## config.mk

```make
export PLATFORM = sky130hd
export DESIGN_NAME = pixel_window_scheduler
export DESIGN_NICKNAME = d
export VERILOG_FILES = /design/src/rtl/pixel_sched_pkg.sv /design/src/rtl/pixel_window_scheduler_edge_det.sv /design/src/rtl/pixel_window_scheduler.sv
export SDC_FILE = /design/constraint.sdc
export NUM_CORES = 1
export LEC_CHECK = 0
export ABC_AREA = 1
export ABC_CLOCK_PERIOD_IN_PS = 3100
export CAP_MARGIN = 20
export CORE_ASPECT_RATIO = 1.5
export CORE_UTILIZATION = 35
export DETAILED_ROUTE_END_ITERATION = 10
export HOLD_SLACK_MARGIN = 0.02
export PLACE_DENSITY_LB_ADDON = 0.1
export SYNTH_ARGS = -nofsm -noshare
export SYNTH_HDL_FRONTEND = slang
export SYNTH_SLANG_ARGS = --single-unit
```

## constraint.sdc

```tcl
create_clock -name clk -period 3.1 [get_ports clk]
set_clock_uncertainty 0.15 [all_clocks]
set_input_delay 0.31 -clock clk [delete_from_list [all_inputs] [get_ports clk]]
set_output_delay 0.31 -clock clk [all_outputs]
set_load 0.005 [all_outputs]
```

## src/rtl/pixel_sched_pkg.sv

```systemverilog
// Shared types and helpers for the pixel window scheduler.
package pixel_sched_pkg;

    typedef enum logic [1:0] {
        IDLE,
        WAIT_LINE,
        ACTIVE,
        DONE
    } state_t;

    function automatic int clog2_safe(input int n);
        int r;
        r = $clog2(n);
        return (r < 1) ? 1 : r;
    endfunction

endpackage

```

## src/rtl/pixel_window_scheduler_edge_det.sv

```systemverilog
// One-bit registered rising/falling edge detector.
module pixel_edge_det (
    input  logic clk,
    input  logic reset,
    input  logic i_d,
    output logic o_rise,
    output logic o_fall
);

    logic r_d;

    always_ff @(posedge clk) begin
        if (reset) r_d <= 1'b0;
        else       r_d <= i_d;
    end

    assign o_rise = i_d & ~r_d;
    assign o_fall = ~i_d & r_d;

endmodule

```

## src/rtl/pixel_window_scheduler.sv

```systemverilog
// Column/row tracking, line-buffer rotation and KxK window flagging from vs/de.
// Optional PIXEL_SCHED_STATS_EN builds the completed-frame counter on frame_cnt.
module pixel_window_scheduler
    import pixel_sched_pkg::*;
#(
    parameter int IMG_W = 64,
    parameter int IMG_H = 64,
    parameter int K     = 3,
    parameter int COL_W = clog2_safe(IMG_W),
    parameter int ROW_W = clog2_safe(IMG_H),
    parameter int SEL_W = clog2_safe(K)
) (
    input  logic             clk,
    input  logic             reset,
    input  logic             vs_in,
    input  logic             hs_in,
    input  logic             de_in,
    output logic [COL_W-1:0] col,
    output logic [ROW_W-1:0] row,
    output logic             lb_wr_en,
    output logic [COL_W-1:0] lb_wr_addr,
    output logic [SEL_W-1:0] lb_sel,
    output logic             win_valid,
    output logic             sof,
    output logic             eol,
    output logic             eof,
    output logic             line_err,
    output logic             ovf_err,
    output logic [15:0]      frame_cnt
);

    localparam int CNT_W = COL_W + 1;
    localparam logic [COL_W-1:0] COL_LAST = COL_W'(IMG_W - 1);
    localparam logic [ROW_W-1:0] ROW_LAST = ROW_W'(IMG_H - 1);
    localparam logic [SEL_W-1:0] SEL_LAST = SEL_W'(K - 1);
    localparam logic [CNT_W-1:0] CNT_FULL = CNT_W'(IMG_W);
    localparam logic [COL_W-1:0] COL_WIN  = COL_W'(K - 1);
    localparam logic [ROW_W-1:0] ROW_WIN  = ROW_W'(K - 1);

    logic w_vs_rise, w_vs_fall, w_de_rise, w_de_fall;
    logic w_unused;

    pixel_edge_det u_vs_edge (
        .clk   (clk),
        .reset (reset),
        .i_d   (vs_in),
        .o_rise(w_vs_rise),
        .o_fall(w_vs_fall)
    );

    pixel_edge_det u_de_edge (
        .clk   (clk),
        .reset (reset),
        .i_d   (de_in),
        .o_rise(w_de_rise),
        .o_fall(w_de_fall)
    );

    assign w_unused = ^{w_vs_fall, w_de_rise, hs_in};

    state_t           r_state, w_state_nx;
    logic [COL_W-1:0] r_col, w_col_nx;
    logic [ROW_W-1:0] r_row, w_row_nx;
    logic [SEL_W-1:0] r_sel, w_sel_nx;
    logic [CNT_W-1:0] r_cnt, w_cnt_nx;
    logic             r_line_err, w_line_err_nx;
    logic             r_ovf_err, w_ovf_err_nx;
    logic             r_wr_en, r_win, r_sof, r_eol, r_eof;
    logic             w_wr, w_win, w_sof, w_eol, w_eof;

    always_comb begin
        w_state_nx    = r_state;
        w_col_nx      = r_col;
        w_row_nx      = r_row;
        w_sel_nx      = r_sel;
        w_cnt_nx      = r_cnt;
        w_line_err_nx = r_line_err;
        w_ovf_err_nx  = r_ovf_err;
        w_wr          = 1'b0;

        // A vs edge overrides everything; a coincident de pixel becomes col 0 of the new frame.
        if (w_vs_rise) begin
            w_col_nx = '0;
            w_row_nx = '0;
            w_sel_nx = '0;
            w_cnt_nx = '0;
            if (r_state == WAIT_LINE || r_state == ACTIVE) begin
                w_line_err_nx = 1'b1;
            end else begin
                w_line_err_nx = 1'b0;
                w_ovf_err_nx  = 1'b0;
            end
            if (de_in) begin
                w_wr       = 1'b1;
                w_cnt_nx   = CNT_W'(1);
                w_state_nx = ACTIVE;
            end else begin
                w_state_nx = WAIT_LINE;
            end
        end else begin
            case (r_state)
                WAIT_LINE: begin
                    if (de_in) begin
                        w_wr       = 1'b1;
                        w_col_nx   = '0;
                        w_cnt_nx   = CNT_W'(1);
                        w_state_nx = ACTIVE;
                    end
                end
                ACTIVE: begin
                    if (de_in) begin
                        if (r_cnt < CNT_FULL) begin
                            w_wr     = 1'b1;
                            w_col_nx = r_cnt[COL_W-1:0];
                            w_cnt_nx = r_cnt + 1'b1;
                        end else begin
                            w_line_err_nx = 1'b1;
                        end
                    end else if (w_de_fall) begin
                        if (r_cnt != CNT_FULL) w_line_err_nx = 1'b1;
                        w_col_nx = '0;
                        w_cnt_nx = '0;
                        w_sel_nx = (r_sel == SEL_LAST) ? '0 : r_sel + 1'b1;
                        // Row holds at the last line so it never exceeds IMG_H-1.
                        if (r_row == ROW_LAST) begin
                            w_state_nx = DONE;
                        end else begin
                            w_row_nx   = r_row + 1'b1;
                            w_state_nx = WAIT_LINE;
                        end
                    end
                end
                DONE: begin
                    if (de_in) w_ovf_err_nx = 1'b1;
                end
                default: ;
            endcase
        end

        w_win = w_wr && (w_row_nx >= ROW_WIN) && (w_col_nx >= COL_WIN);
        w_sof = w_wr && (w_row_nx == '0) && (w_col_nx == '0);
        w_eol = w_wr && (w_col_nx == COL_LAST);
        w_eof = w_eol && (w_row_nx == ROW_LAST);
    end

    always_ff @(posedge clk) begin
        if (reset) begin
            r_state    <= IDLE;
            r_col      <= '0;
            r_row      <= '0;
            r_sel      <= '0;
            r_cnt      <= '0;
            r_line_err <= 1'b0;
            r_ovf_err  <= 1'b0;
            r_wr_en    <= 1'b0;
            r_win      <= 1'b0;
            r_sof      <= 1'b0;
            r_eol      <= 1'b0;
            r_eof      <= 1'b0;
        end else begin
            r_state    <= w_state_nx;
            r_col      <= w_col_nx;
            r_row      <= w_row_nx;
            r_sel      <= w_sel_nx;
            r_cnt      <= w_cnt_nx;
            r_line_err <= w_line_err_nx;
            r_ovf_err  <= w_ovf_err_nx;
            r_wr_en    <= w_wr;
            r_win      <= w_win;
            r_sof      <= w_sof;
            r_eol      <= w_eol;
            r_eof      <= w_eof;
        end
    end

    assign col        = r_col;
    assign lb_wr_addr = r_col;
    assign row        = r_row;
    assign lb_sel     = r_sel;
    assign lb_wr_en   = r_wr_en;
    assign win_valid  = r_win;
    assign sof        = r_sof;
    assign eol        = r_eol;
    assign eof        = r_eof;
    assign line_err   = r_line_err;
    assign ovf_err    = r_ovf_err;

`ifdef PIXEL_SCHED_STATS_EN
    logic [15:0] r_frame_cnt;

    always_ff @(posedge clk) begin
        if (reset)      r_frame_cnt <= '0;
        else if (w_eof) r_frame_cnt <= r_frame_cnt + 16'd1;
    end

    assign frame_cnt = r_frame_cnt;
`else
    assign frame_cnt = '0;
`endif

endmodule
```

After elaboration in Yosys (flattened, before gate mapping)
Cells that the tools add are included.
Operators by class
  add/sub/neg operators: 3
  $lt $le $gt $ge: 3
  equality and inequality tests: 15
  mux-type cells: 42
  bitwise gates (word level): 4
  reductions and logical operators: 21
Operators with widths (count)
  $mux 6: 10
  $mux 7: 5
  $eq 6x6->1 const B: 3
  $mux 1: 16
  $mux 2: 7
  $pmux 7 s2: 1
  $ge 6x2->1 const B: 2
  $logic_not 6->1: 2
  $pmux 6 s2: 1
  $reduce_and 4->1: 3
  $ne 3x2->1 const B: 3
  $reduce_bool 3->1: 3
  $ne 4x2->1 const B: 2
  $add 7x1->7 const B: 1
  $lt 7x7->1 const B: 1
  $ne 7x7->1 const B: 1
  $add 6x1->6 const B: 1
  $eq 2x2->1 const B: 3
  $logic_and 1x1->1: 6
  $reduce_and 3->1: 2
  $reduce_bool 2->1: 3
  $pmux 2 s2: 1
  $ne 3x1->1 const B: 1
  $add 2x1->2 const B: 1
  other kinds (7): 9
Word-level totals
  flip-flop bits (word level): 32
  bits of input ports: 5

Depth between registers and ports, before layout
Gate-level depths: netlist (run 1).
  depth in word-level cells: 9
  depth in mapped cells: 14
  gate-level depth less buffers: 13

By module
A second synthesis (run 1) with hierarchy kept.
Unflattened totals
  cells, all modules: 302
  area total of the unflattened synthesis: 2034.5 µm²
By module, submodules not included
  pixel_window_scheduler: instances 1, cells each 290, area an instance 1956.9 µm²
  pixel_edge_det: instances 2, cells each 6, area an instance 38.8 µm²

Least setup slack after synthesis (run 1)
OpenSTA, ideal clock, no wires.
  kind: flip-flop to flip-flop
  start: register r_state[0]
  end: register r_win, in the netlist win_valid
  library setup time: 0.113 ns
  data arrival time: 1.505 ns
  data required time: 2.837 ns
  slack: 1.333 ns
  stages on the path, launching flop included: 13
  path through: dfxtp_1 inv_1 ha_1 inv_2 nand2_2 nand2_2 nand2_2 nand2_1 nand3_1 nor2_1 nand2_1 nand2_1 nor2_1
On the way
  word-level cells in the longest chain between the ends: 6
  elaborated cells between the ends (all ways): 12
  those cells by class: order compare: 2; eq/ne: 2; mux: 6; reduce/logical: 2
Ends and longest elaborated chain
  start: declaration: line pixel_window_scheduler.sv:61  | state_t r_state, w_state_nx;
  start signal: assignment: line pixel_window_scheduler.sv:161  | r_state <= w_state_nx;
  $eq 2x2->1: line pixel_window_scheduler.sv:101  | case (r_state)
  $mux 6: line pixel_window_scheduler.sv:101
  $mux 6: line pixel_window_scheduler.sv:82  | if (w_vs_rise) begin
  $ge 6x2->1: line pixel_window_scheduler.sv:140  | w_win = w_wr && (w_row_nx >= ROW_WIN) && (w_col_nx >= COL_WIN);
  $logic_and 1x1->1: line pixel_window_scheduler.sv:140
  $logic_and 1x1->1 (*): line pixel_window_scheduler.sv:140
  end signal: assignment: line pixel_window_scheduler.sv:169  | r_win <= w_win;
  end: declaration: line pixel_window_scheduler.sv:68  | logic r_wr_en, r_win, r_sof, r_eol, r_eof;
Mark *: on every way between the ends. The rest lies on a longest branch, timed or not.
A chain may end at the register's enable or synchronous reset.

Final worst setup path (run 1)
Same ends and word-level chain as after synthesis.

==> impl_metrics.json, run 1 <==
{
  "finalSetupTns_ns": 0,
  "slowest_stage": "sky130_fd_sc_hd__dfxtp_1",
  "slew_viol_final": 0,
  "unrepaired_setup_endpoints_after_global_routing": "false",
  "status": "complete, no violations",
  "crit_type": "register to register",
  "fin_crit_sh_pct": 68.54,
  "critical_path.max_fanout": 9,
  "clockBufferDepth": 2,
  "multi_input_logic_area_sq_mm": 0.001209,
  "final_report_setup_violation_count": 0,
  "ioPinCount": 48,
  "crit_arrival_ns": 2.16,
  "dr_total_vias": 2004,
  "ys.warnings.count": 0,
  "power_switching_mw": 0.6784,
  "synthesis.instances": 325,
  "yosys-top-cells-count": "sky130_fd_sc_hd__nand2_1, sky130_fd_sc_hd__nor2_1, sky130_fd_sc_hd__dfxtp_1",
  "worst_hold_path_type": "register to register",
  "path_clk_slew_ns": 0.07,
  "port_buffers": 30,
  "place.detailed.hpwl_um": 4127,
  "grtUsageTotal_pct": 18.11,
  "static-leakage-power_nw": 1.120,
  "synth.cell_area_sq_mm": 0.002173,
  "synth.largest_area_cell": "sky130_fd_sc_hd__dfxtp_1",
  "power_report.internal_total_mw": 0.9094,
  "floorplan.core_area_sq_mm": 0.005913,
  "detailed_place.area_sq_mm": 0.002419,
  "initial_core_util_pct": 36.75,
  "highest_metal_layer_with_signal_wires": "met4",
  "synth_area_per_cell_sq_um": 6.687,
  "routed_wirelength_um": 5333,
  "cts_hold_repair.buffers": 0,
  "tritoncts_clock_tree": "yes",
  "worst_setup_path_end_kind": "register",
  "seqPwrFrac_pct": 32.7,
  "wl_met3_um": 128,
  "clk_latency_ns": 0.29,
  "ordered_cell_list_for_the_critical_path": "inv_1 -> ha_1 -> inv_2 -> nand2_2 -> nand2_2 -> nand2_2 -> nand2_1 -> nand3_1 -> nor2_1 -> nand2_1 -> nand2_1 -> nor2_1",
  "synth_area_leaders": "sky130_fd_sc_hd__dfxtp_1, sky130_fd_sc_hd__nand2_1, sky130_fd_sc_hd__buf_4",
  "vias_per_cell": 4.738,
  "number_of_flops_mapped_to_enable_cells_by_yosys": 0,
  "report.final.hold_viol_count": 0,
  "grt_max_degree": 21,
  "post-place-cells": 415,
  "critical_path.top_delay_family": "simple AND/OR/NAND/NOR gates",
  "worstPathBufferInverterCount": 2,
  "max-vdd-ir-drop_v": 0.0002088,
  "synthArstFlopShare_pct": 0,
  "seqCellArea_sq_um": 640.6,
  "crit_required_ns": 3.14,
  "postCtsResizedCells": 0,
  "p_per_area_mw_per_mm2": 633.0,
  "synth_flop_cell": "sky130_fd_sc_hd__dfxtp_1",
  "dieArea_sq_mm": 0.006535,
  "gp_congestion": 0.8514,
  "detail_route.iter0.violations": 97,
  "power_frac_clock_pct": 21.5,
  "synth-seq-cells": 32,
  "cts.sink_count": 32,
  "max_stage_delay_ns": 0.38,
  "cts_post_setup_buffers_inserted": 0,
  "route.layer.met1.wl_um": 2147,
  "number_of_buffers_created_by_cts": 5,
  "cts.htree.levels": 2,
  "layoutNonFillerInstCount": 423,
  "synth_largest_type_area_fraction_pct": 29.48,
  "switching_share_pct": 42.73,
  "layout_filler_cell_count": 653,
  "timing.max_cap.violations": 0,
  "length_of_the_first_detailed_routing_pass_in_iterations": 4,
  "die_x_um": 66.34,
  "remaining_drc_errors": 0,
  "achievable-frequency_mhz": 470.6,
  "placementRows": 34,
  "flow.area_growth_from_synthesis_pct": 15.43,
  "design_area_sq_mm": 0.002509,
  "synth.most_common_cell": "sky130_fd_sc_hd__nand2_1",
  "die_outline_height_um": 98.51,
  "worst_slew_pin_tran_ns": 0.6918,
  "number_of_antenna_violations_at_the_first_check_in_global_routing": 0,
  "ys_seq_area_share_pct": 29.48,
  "layout-drive-gt1-share_pct": 13.39,
  "globalRouteOverflowTotal": 0,
  "share_comb_of_total_power_pct": 45.8,
  "final_nets": 361,
  "worst_slew_margin_rel_pct": 53.74,
  "antenna_violating_nets_post_route": 0,
  "cell_at_the_root_of_the_clock_tree": "sky130_fd_sc_hd__clkbuf_8",
  "finalCriticalPeriod_ns": 2.125,
  "route.met2.wl_um": 2783,
  "grt_pass1_wl_um": 8859,
  "wl_per_cell_um": 12.61,
  "number_of_global_route_vias_before_repair": 1930,
  "antenna_diodes": 0,
  "crit_path_start_kind": "register",
  "number_of_distinct_library_cells_after_synthesis": 31
}
stage by stage:
step / worst slack (ns) / power, mW / util [%] / hold slack, ns
2_1_floorplan: 1.333 / 1.076 / - / 0.2854
3_3_place_gp: 0.8884 / 1.262 / 40.90 / 0.3160
3_5_place_dp: 0.8981 / 1.259 / 40.90 / 0.3209
4_1_cts: 0.9547 / 1.604 / 42.42 / 0.3304
5_1_grt: 0.7733 / 1.721 / 42.42 / 0.3738
6_report: 0.9752 / 1.588 / 42.42 / 0.3281
cell type report:
class / count / area share [%]
tap: 72 / 3.591
multi-input combinational: 236 / 48.18
inverter: 43 / 6.534
timing repair buffer: 32 / 12.57
sequential: 32 / 25.54
clock buffer: 8 / 3.591
metal layers:
layer	vias up	GRT usage, %
li1	1039	-
met1	909	19.15
met2	36	31.32
met3	20	3.588
met4	0	12.27
met5	-	0
power by group through the flow:
stage          Combinational [mW]  Sequential [mW]  Clock, mW
2_1_floorplan               0.556            0.520          0
3_3_place_gp                0.732            0.530          0
3_5_place_dp                0.729            0.531          0
4_1_cts                     0.732            0.522      0.350
5_1_grt                     0.822            0.529      0.370
6_report                    0.727            0.520      0.341
state kept, by name, summed over array words and instances (netlist names):
| name | flops |
|---|---|
| col | 6 |
| u_vs_edge.r_d | 1 |
| sof | 1 |
| r_cnt | 7 |
| r_state | 2 |
| eol | 1 |
| line_err | 1 |
| row | 6 |
| lb_sel | 2 |
| eof | 1 |
| ovf_err | 1 |
| win_valid | 1 |
| u_de_edge.r_d | 1 |
| lb_wr_en | 1 |
placed cells by master (no fill, tap or decap):
cell                               n
sky130_fd_sc_hd__buf_4             2
sky130_fd_sc_hd__inv_4             1
sky130_fd_sc_hd__conb_1           16
sky130_fd_sc_hd__inv_2            11
sky130_fd_sc_hd__o21bai_1          3
sky130_fd_sc_hd__clkdlybuf4s50_1  30
sky130_fd_sc_hd__inv_1            31
sky130_fd_sc_hd__nor2_1           42
sky130_fd_sc_hd__nand3_2           6
sky130_fd_sc_hd__nand3_1          31
sky130_fd_sc_hd__a211oi_1          1
sky130_fd_sc_hd__a21boi_1          1
sky130_fd_sc_hd__a21oi_1           9
sky130_fd_sc_hd__a21oi_2           2
sky130_fd_sc_hd__a211oi_2          1
sky130_fd_sc_hd__nor2_2            2
sky130_fd_sc_hd__nand2_1          75
sky130_fd_sc_hd__o21ai_0          14
sky130_fd_sc_hd__a31oi_1           2
sky130_fd_sc_hd__nor2_4            7
sky130_fd_sc_hd__nand2_2           6
sky130_fd_sc_hd__dfxtp_1          32
sky130_fd_sc_hd__nor3_1            2
sky130_fd_sc_hd__nand2_4           2
sky130_fd_sc_hd__ha_1              6
sky130_fd_sc_hd__o21ai_1           2
sky130_fd_sc_hd__nor2_8            1
sky130_fd_sc_hd__clkbuf_8          6
sky130_fd_sc_hd__o21a_1            1
sky130_fd_sc_hd__nand4_1           4
sky130_fd_sc_hd__clkbuf_1          2
worst paths after layout:
path / from / endpoint / slack, ns / cells after the start
hold / removal: ovf_err / ovf_err / 0.33 / 2
setup reg to reg: r_state[0] / win_valid / 0.98 / 12
setup / recovery: r_state[0] / win_valid / 0.98 / 12
hold reg to reg: ovf_err / ovf_err / 0.33 / 2
worst register-to-register path: stages (launching register included):
cell	delay, ns
sky130_fd_sc_hd__dfxtp_1	0.38
sky130_fd_sc_hd__inv_1	0.08
sky130_fd_sc_hd__ha_1	0.38
sky130_fd_sc_hd__inv_2	0.18
sky130_fd_sc_hd__nand2_2	0.13
sky130_fd_sc_hd__nand2_2	0.11
sky130_fd_sc_hd__nand2_2	0.13
sky130_fd_sc_hd__nand2_1	0.11
sky130_fd_sc_hd__nand3_1	0.07
sky130_fd_sc_hd__nor2_1	0.14
sky130_fd_sc_hd__nand2_1	0.06
sky130_fd_sc_hd__nand2_1	0.06
sky130_fd_sc_hd__nor2_1	0.04
cell families (layout without fill, tap and decap cells):
kind of cell | Yosys count | after routing | share of synthesized area (%)
AO/OA/AOI/OAI | 36 | 36 | 9.787
flip-flops | 32 | 32 | 29.48
buffers and inverters | 72 | 83 | 17.50
AND/OR/NAND/NOR | 178 | 178 | 39.61
adder cells (fa/ha/maj) | 6 | 6 | 3.454
other | 1 | 16 | 0.1725
Note: power is estimated with default switching activity, not from simulation.
==> run 2: changes to the inputs <==
- ABC_CLOCK_PERIOD_IN_PS: 3100 -> 2200
- clock period: 3.1 -> 2.2 ns (I/O delays scaled with it)
==> run 2 against run 1 <==
  * Hold slack got worse by 0.0050 ns
  * Sequential power rose by 41%
  * Routed wire length rose by 2.5%
  * Final cell count rose by 1.2%
  * Utilization rose by 1.2 points
  * Non-clock buffer count rose by 5
  * Flip-flop and latch count did not move
  * Final area rose by 2.9%
  * Critical path depth did not move
  * Sequential share of layout area fell by 0.73 points
  * Count of clock-buffer cells in the layout fell by 1
  * Largest cell class unchanged
  * Critical path type unchanged
  * Largest power group unchanged
  * Clock power rose by 88%
==> impl_metrics.json, run 2 (same netlist as run 1, synthesis figures left out) <==
{
  "clockBufferDepth": 2,
  "floorplan.core_area_sq_mm": 0.005913,
  "design_area_sq_mm": 0.002582,
  "number_of_cells_on_the_worst_reg_to_reg_path": 12,
  "worstReg2RegEnd": "win_valid",
  "worst_setup_path_end_kind": "register",
  "finalCriticalPeriod_ns": 2.026,
  "number_of_buffers_created_by_cts": 5,
  "number_of_global_route_vias_before_repair": 1939,
  "remaining_drc_errors": 0,
  "antenna_diodes": 0,
  "dr_total_vias": 1987,
  "worst_hold_path_type": "register to register",
  "layout_filler_cell_count": 650,
  "final_report_setup_violation_count": 0,
  "die_x_um": 66.34,
  "timing.max_cap.violations": 0,
  "report.final.hold_viol_count": 0,
  "fin_crit_sh_pct": 92.09,
  "hp-start": "ovf_err",
  "ioPinCount": 48,
  "layout-drive-gt1-share_pct": 15.17,
  "final_nets": 366,
  "length_of_the_first_detailed_routing_pass_in_iterations": 4,
  "cell_at_the_root_of_the_clock_tree": "sky130_fd_sc_hd__clkbuf_8",
  "unrepaired_setup_endpoints_after_global_routing": "false",
  "static-leakage-power_nw": 1.163,
  "crit_type": "register to register",
  "ordered_cell_list_for_the_critical_path": "inv_1 -> ha_1 -> inv_2 -> nand2_2 -> nand2_2 -> nand2_2 -> nand2_1 -> nand3_1 -> nor2_1 -> nand2_1 -> nand2_1 -> nor2_1",
  "placementRows": 34,
  "port_buffers": 30,
  "largest_register_ffs": 7,
  "worstHoldPathCells": 2,
  "p_per_area_mw_per_mm2": 942.2,
  "gp_congestion": 0.8530,
  "cts.htree.levels": 2,
  "clk_latency_ns": 0.29,
  "detailed_place.area_sq_mm": 0.002456,
  "grt_max_degree": 13,
  "crit_arrival_ns": 2.07,
  "slew_viol_final": 0,
  "critical_path.max_fanout": 9,
  "max_stage_delay_ns": 0.38,
  "cts_post_setup_buffers_inserted": 0,
  "crit_required_ns": 2.24,
  "place.detailed.hpwl_um": 4286,
  "wl_per_cell_um": 12.77,
  "hold_end": "ovf_err",
  "fin_util_pct": 43.67,
  "vias_per_cell": 4.643,
  "die_outline_height_um": 98.51,
  "final_cell_mix": "sky130_fd_sc_hd__nand2_1, sky130_fd_sc_hd__nor2_1, sky130_fd_sc_hd__dfxtp_1, sky130_fd_sc_hd__inv_1, sky130_fd_sc_hd__nand3_1",
  "grtUsageTotal_pct": 18.45,
  "cts.sink_count": 32,
  "path_clk_slew_ns": 0.07,
  "mostFrequentLayoutCell": "sky130_fd_sc_hd__nand2_1",
  "finalSetupTns_ns": 0,
  "achievable-frequency_mhz": 493.6,
  "routed_wirelength_um": 5466,
  "antenna_violating_nets_post_route": 0,
  "slowest_stage": "sky130_fd_sc_hd__dfxtp_1",
  "globalRouteOverflowTotal": 0,
  "tritoncts_clock_tree": "yes",
  "crit_path_start_kind": "register",
  "r2r_start": "r_state[0]",
  "largest_register": "r_cnt",
  "cts_hold_repair.buffers": 0,
  "dieArea_sq_mm": 0.006535,
  "status": "complete, no violations",
  "initial_core_util_pct": 36.75,
  "grt_pass1_wl_um": 9032,
  "max-vdd-ir-drop_v": 0.0003603,
  "number_of_antenna_violations_at_the_first_check_in_global_routing": 0,
  "postCtsResizedCells": 0,
  "detail_route.iter0.violations": 88,
  "regToRegSetupSlack_ns": 0.17,
  "flow.area_growth_from_synthesis_pct": 18.83
}
## run 2: changes by cell type in the layout (fill, tap and decap cells not counted)
| cell | change |
|---|---|
| sky130_fd_sc_hd__buf_4 | +5 |
| sky130_fd_sc_hd__clkbuf_1 | -2 |
| sky130_fd_sc_hd__clkbuf_8 | +1 |
| sky130_fd_sc_hd__bufinv_16 | +1 |
## run 2: worst max-delay path by stage
| stage | from | to | slack, ns | cells past startpoint |
|---|---|---|---|---|
| 2_1_floorplan | r_state[0] | win_valid | 0.43 | 12 |
| 3_3_place_gp | r_state[0] | win_valid | 0.18 | 12 |
| 3_5_place_dp | r_state[0] | win_valid | 0.16 | 12 |
| 4_1_cts | r_state[0] | sof | 0.15 | 11 |
| 5_1_grt | r_state[0] | win_valid | 0.01 | 12 |
| 6_report | r_state[0] | win_valid | 0.17 | 12 |
## run 2: layout make-up
cell class	instances	area (sq um)	area share [%]
sequential	32	640.6	24.81
multi-input combinational	236	1209	46.80
tap	72	90.09	3.488
inverter	43	163.9	6.347
timing repair buffer	37	352.8	13.66
clock buffer	7	96.34	3.731
clock inverter	1	30.03	1.163
## run 2: power by group
part	internal, mW	leakage, nW	switching (mW)
combinational	0.401	0.839	0.658
sequential	0.656	0.260	0.0757
clock	0.400	0.0645	0.242
## run 2: critical path, delay by kind of cell (launching register included)
kind	cells	cell delay, ns
adders and majority gates	1	0.32
buffers and inverters	2	0.23
DFF	1	0.38
and+or+nand+nor	9	0.84
## run 2: routing by layer
metal  wire length [um]  track usage (%)  vias to the layer above
met5                  0                0                        -
met4                217            10.31                        0
met3                150            2.778                       14
met2               2894            32.89                       46
met1               2204            20.10                      884
li1                   -                -                     1043
## run 2: through the flow
step	instances	hold slack [ns]	setup slack, ns	power (mW)
global placement	420	0.3171	0.1760	1.812
CTS	428	0.3295	0.1478	2.465
detailed placement	420	0.3196	0.1648	1.814
global route	428	0.3704	0.01289	2.639
floorplan	340	0.1954	0.4327	1.516
finish	428	0.3231	0.1741	2.433
==> run 3: changes to the inputs <==
- GPL_TIMING_DRIVEN: unset -> 0
==> run 3 against run 2 <==
  * Final area grew 4.7%
  * Via count is 4.4% higher
  * Non-clock buffer count is 21 higher
  * Utilization grew 2.1 points
  * Sequential power hardly changed
  * Largest cell class unchanged
  * Count of clock-buffer cells in the layout is 1 higher
  * Hold slack worse by 0.080 ns
  * Final cell count grew 4.9%
  * Die area unchanged
  * Flip-flop and latch count did not move
  * Critical endpoint unchanged
  * Combinational power increased by 5%
  * Critical path depth unchanged
==> impl_metrics.json, run 3 (same netlist as run 1, synthesis figures left out) <==
{
  "worst_slew_pin_tran_ns": 0.5183,
  "share_comb_of_total_power_pct": 48.1,
  "initial_core_util_pct": 36.75,
  "largest_register": "r_cnt",
  "antenna_diodes": 0,
  "vias_per_cell": 4.619,
  "cts.htree.levels": 2,
  "grt_max_degree": 11,
  "grtUsageTotal_pct": 18.48,
  "power_report.internal_total_mw": 1.351,
  "layout_filler_cell_count": 619,
  "floorplan.core_area_sq_mm": 0.005913,
  "slew_viol_final": 0,
  "clk_latency_ns": 0.28,
  "length_of_the_first_detailed_routing_pass_in_iterations": 4,
  "switching_share_pct": 41.58,
  "number_of_buffers_created_by_cts": 5,
  "slowest_stage": "sky130_fd_sc_hd__dfxtp_1",
  "worst_slew_margin_rel_pct": 65.45,
  "final_cell_mix": "sky130_fd_sc_hd__nand2_1, sky130_fd_sc_hd__nor2_1, sky130_fd_sc_hd__dfxtp_1, sky130_fd_sc_hd__inv_1, sky130_fd_sc_hd__nand3_1",
  "routed_wirelength_um": 5436,
  "detail_route.iter0.violations": 94,
  "path_clk_slew_ns": 0.07,
  "cell_at_the_root_of_the_clock_tree": "sky130_fd_sc_hd__clkbuf_8",
  "grt_pass1_wl_um": 9163,
  "power_switching_mw": 0.9620,
  "final_nets": 387,
  "post-place-cells": 441,
  "mostFrequentLayoutCell": "sky130_fd_sc_hd__nand2_1",
  "crit_type": "register to register",
  "ordered_cell_list_for_the_critical_path": "inv_1 -> ha_2 -> inv_4 -> nand2_2 -> nand2_2 -> nand2_2 -> nand2_1 -> nand3_1 -> nor2_1 -> nand2_1 -> nand2_1 -> nor2_1",
  "final_report_setup_violation_count": 0,
  "antenna_violating_nets_post_route": 0,
  "max-vdd-ir-drop_v": 0.0003049,
  "port_buffers": 29,
  "finalSetupTns_ns": 0,
  "max_stage_delay_ns": 0.37,
  "die_outline_height_um": 98.51,
  "post-layout-total-power_mw": 2.313,
  "dr_total_vias": 2074,
  "static-leakage-power_nw": 1.255,
  "gp_congestion": 0.8483,
  "worst_hold_path_type": "primary input to register",
  "fin_crit_sh_pct": 90.81,
  "finalCriticalPeriod_ns": 1.998,
  "unrepaired_setup_endpoints_after_global_routing": "false",
  "crit_arrival_ns": 2.02,
  "flow.area_growth_from_synthesis_pct": 24.47,
  "status": "complete, no violations",
  "place.detailed.hpwl_um": 4257,
  "die_x_um": 66.34,
  "number_of_antenna_violations_at_the_first_check_in_global_routing": 0,
  "timing.max_cap.violations": 0,
  "dieArea_sq_mm": 0.006535,
  "seqPwrFrac_pct": 31.6,
  "number_of_global_route_vias_before_repair": 2009,
  "tritoncts_clock_tree": "yes",
  "globalRouteOverflowTotal": 0,
  "clockBufferDepth": 2,
  "cts.sink_count": 32,
  "power_frac_clock_pct": 20.2,
  "layoutNonFillerInstCount": 449,
  "largest_register_ffs": 7,
  "cts_post_setup_buffers_inserted": 0,
  "remaining_drc_errors": 0,
  "placementRows": 34,
  "crit_required_ns": 2.23,
  "wl_per_cell_um": 12.11,
  "report.final.hold_viol_count": 0,
  "worst_setup_path_end_kind": "register",
  "crit_path_start_kind": "register",
  "achievable-frequency_mhz": 500.6,
  "layout-drive-gt1-share_pct": 19.36,
  "critical_path.max_fanout": 9,
  "p_per_area_mw_per_mm2": 855.2,
  "ioPinCount": 48
}
run 3: cell count changes in the layout (fill, tap and decap cells not counted), sizes merged:
cell,previous run,this run
clkdlybuf4s50,30,29
bufinv,1,0
clkbuf,7,10
buf,7,27
run 3: path summary, 6_finish.rpt:
| check | start | endpoint | slack (ns) | cells past startpoint |
|---|---|---|---|---|
| setup / recovery | r_state[0] | win_valid | 0.20 | 12 |
| hold / removal | reset | col[2] | 0.24 | 2 |
| setup reg to reg | r_state[0] | win_valid | 0.20 | 12 |
| hold reg to reg | ovf_err | ovf_err | 0.32 | 2 |
run 3: per-stage QoR:
stage	setup slack (ns)	util (%)	instance area, sq um	hold WS, ns
2_1_floorplan	0.4327	-	2230	0.1954
3_3_place_gp	0.09635	44.14	2610	0.3198
3_5_place_dp	0.08250	44.14	2610	0.3171
4_1_cts	0.07378	45.66	2700	0.2554
5_1_grt	0.01645	45.75	2705	0.2769
6_report	0.2023	45.75	2705	0.2426
run 3: cell type report:
cell class                 instances  area [sq um]  area share [%]
buffer                            29         216.5           8.002
clock buffer                       8         90.09           3.330
inverter                          43         166.4           6.152
multi-input combinational        236          1211           44.77
timing repair buffer              29         290.3           10.73
tap                               72         90.09           3.330
sequential                        32         640.6           23.68
run 3: timing repair:
| item | 4_1_cts | 5_1_grt |
|---|---|---|
| endpoints found under the setup margin | 0 | 3 |
| resized for setup | 0 | 2 |
| hold buffers | 0 | 0 |
run 3: power by group through the flow:
stage / Combinational (mW) / Sequential [mW] / Clock, mW
2_1_floorplan: 0.784 / 0.732 / 0
3_3_place_gp: 1.10 / 0.744 / 0
3_5_place_dp: 1.10 / 0.746 / 0
4_1_cts: 1.11 / 0.733 / 0.484
5_1_grt: 1.25 / 0.744 / 0.512
6_report: 1.11 / 0.732 / 0.468
run 3: worst max-delay path, delay by kind of cell (launching register included):
family / cells / cell delay, ns
simple gates: 9 / 0.84
flops: 1 / 0.37
fa+ha+maj: 1 / 0.34
buf+inv: 2 / 0.20
run 3: metal layers:
layer	up-vias	global-route usage [%]	wire length (um)
met4	0	8.511	149
met5	-	0	0
met3	13	3.819	190
met2	38	33.44	2889
li1	1089	-	-
met1	934	19.83	2207
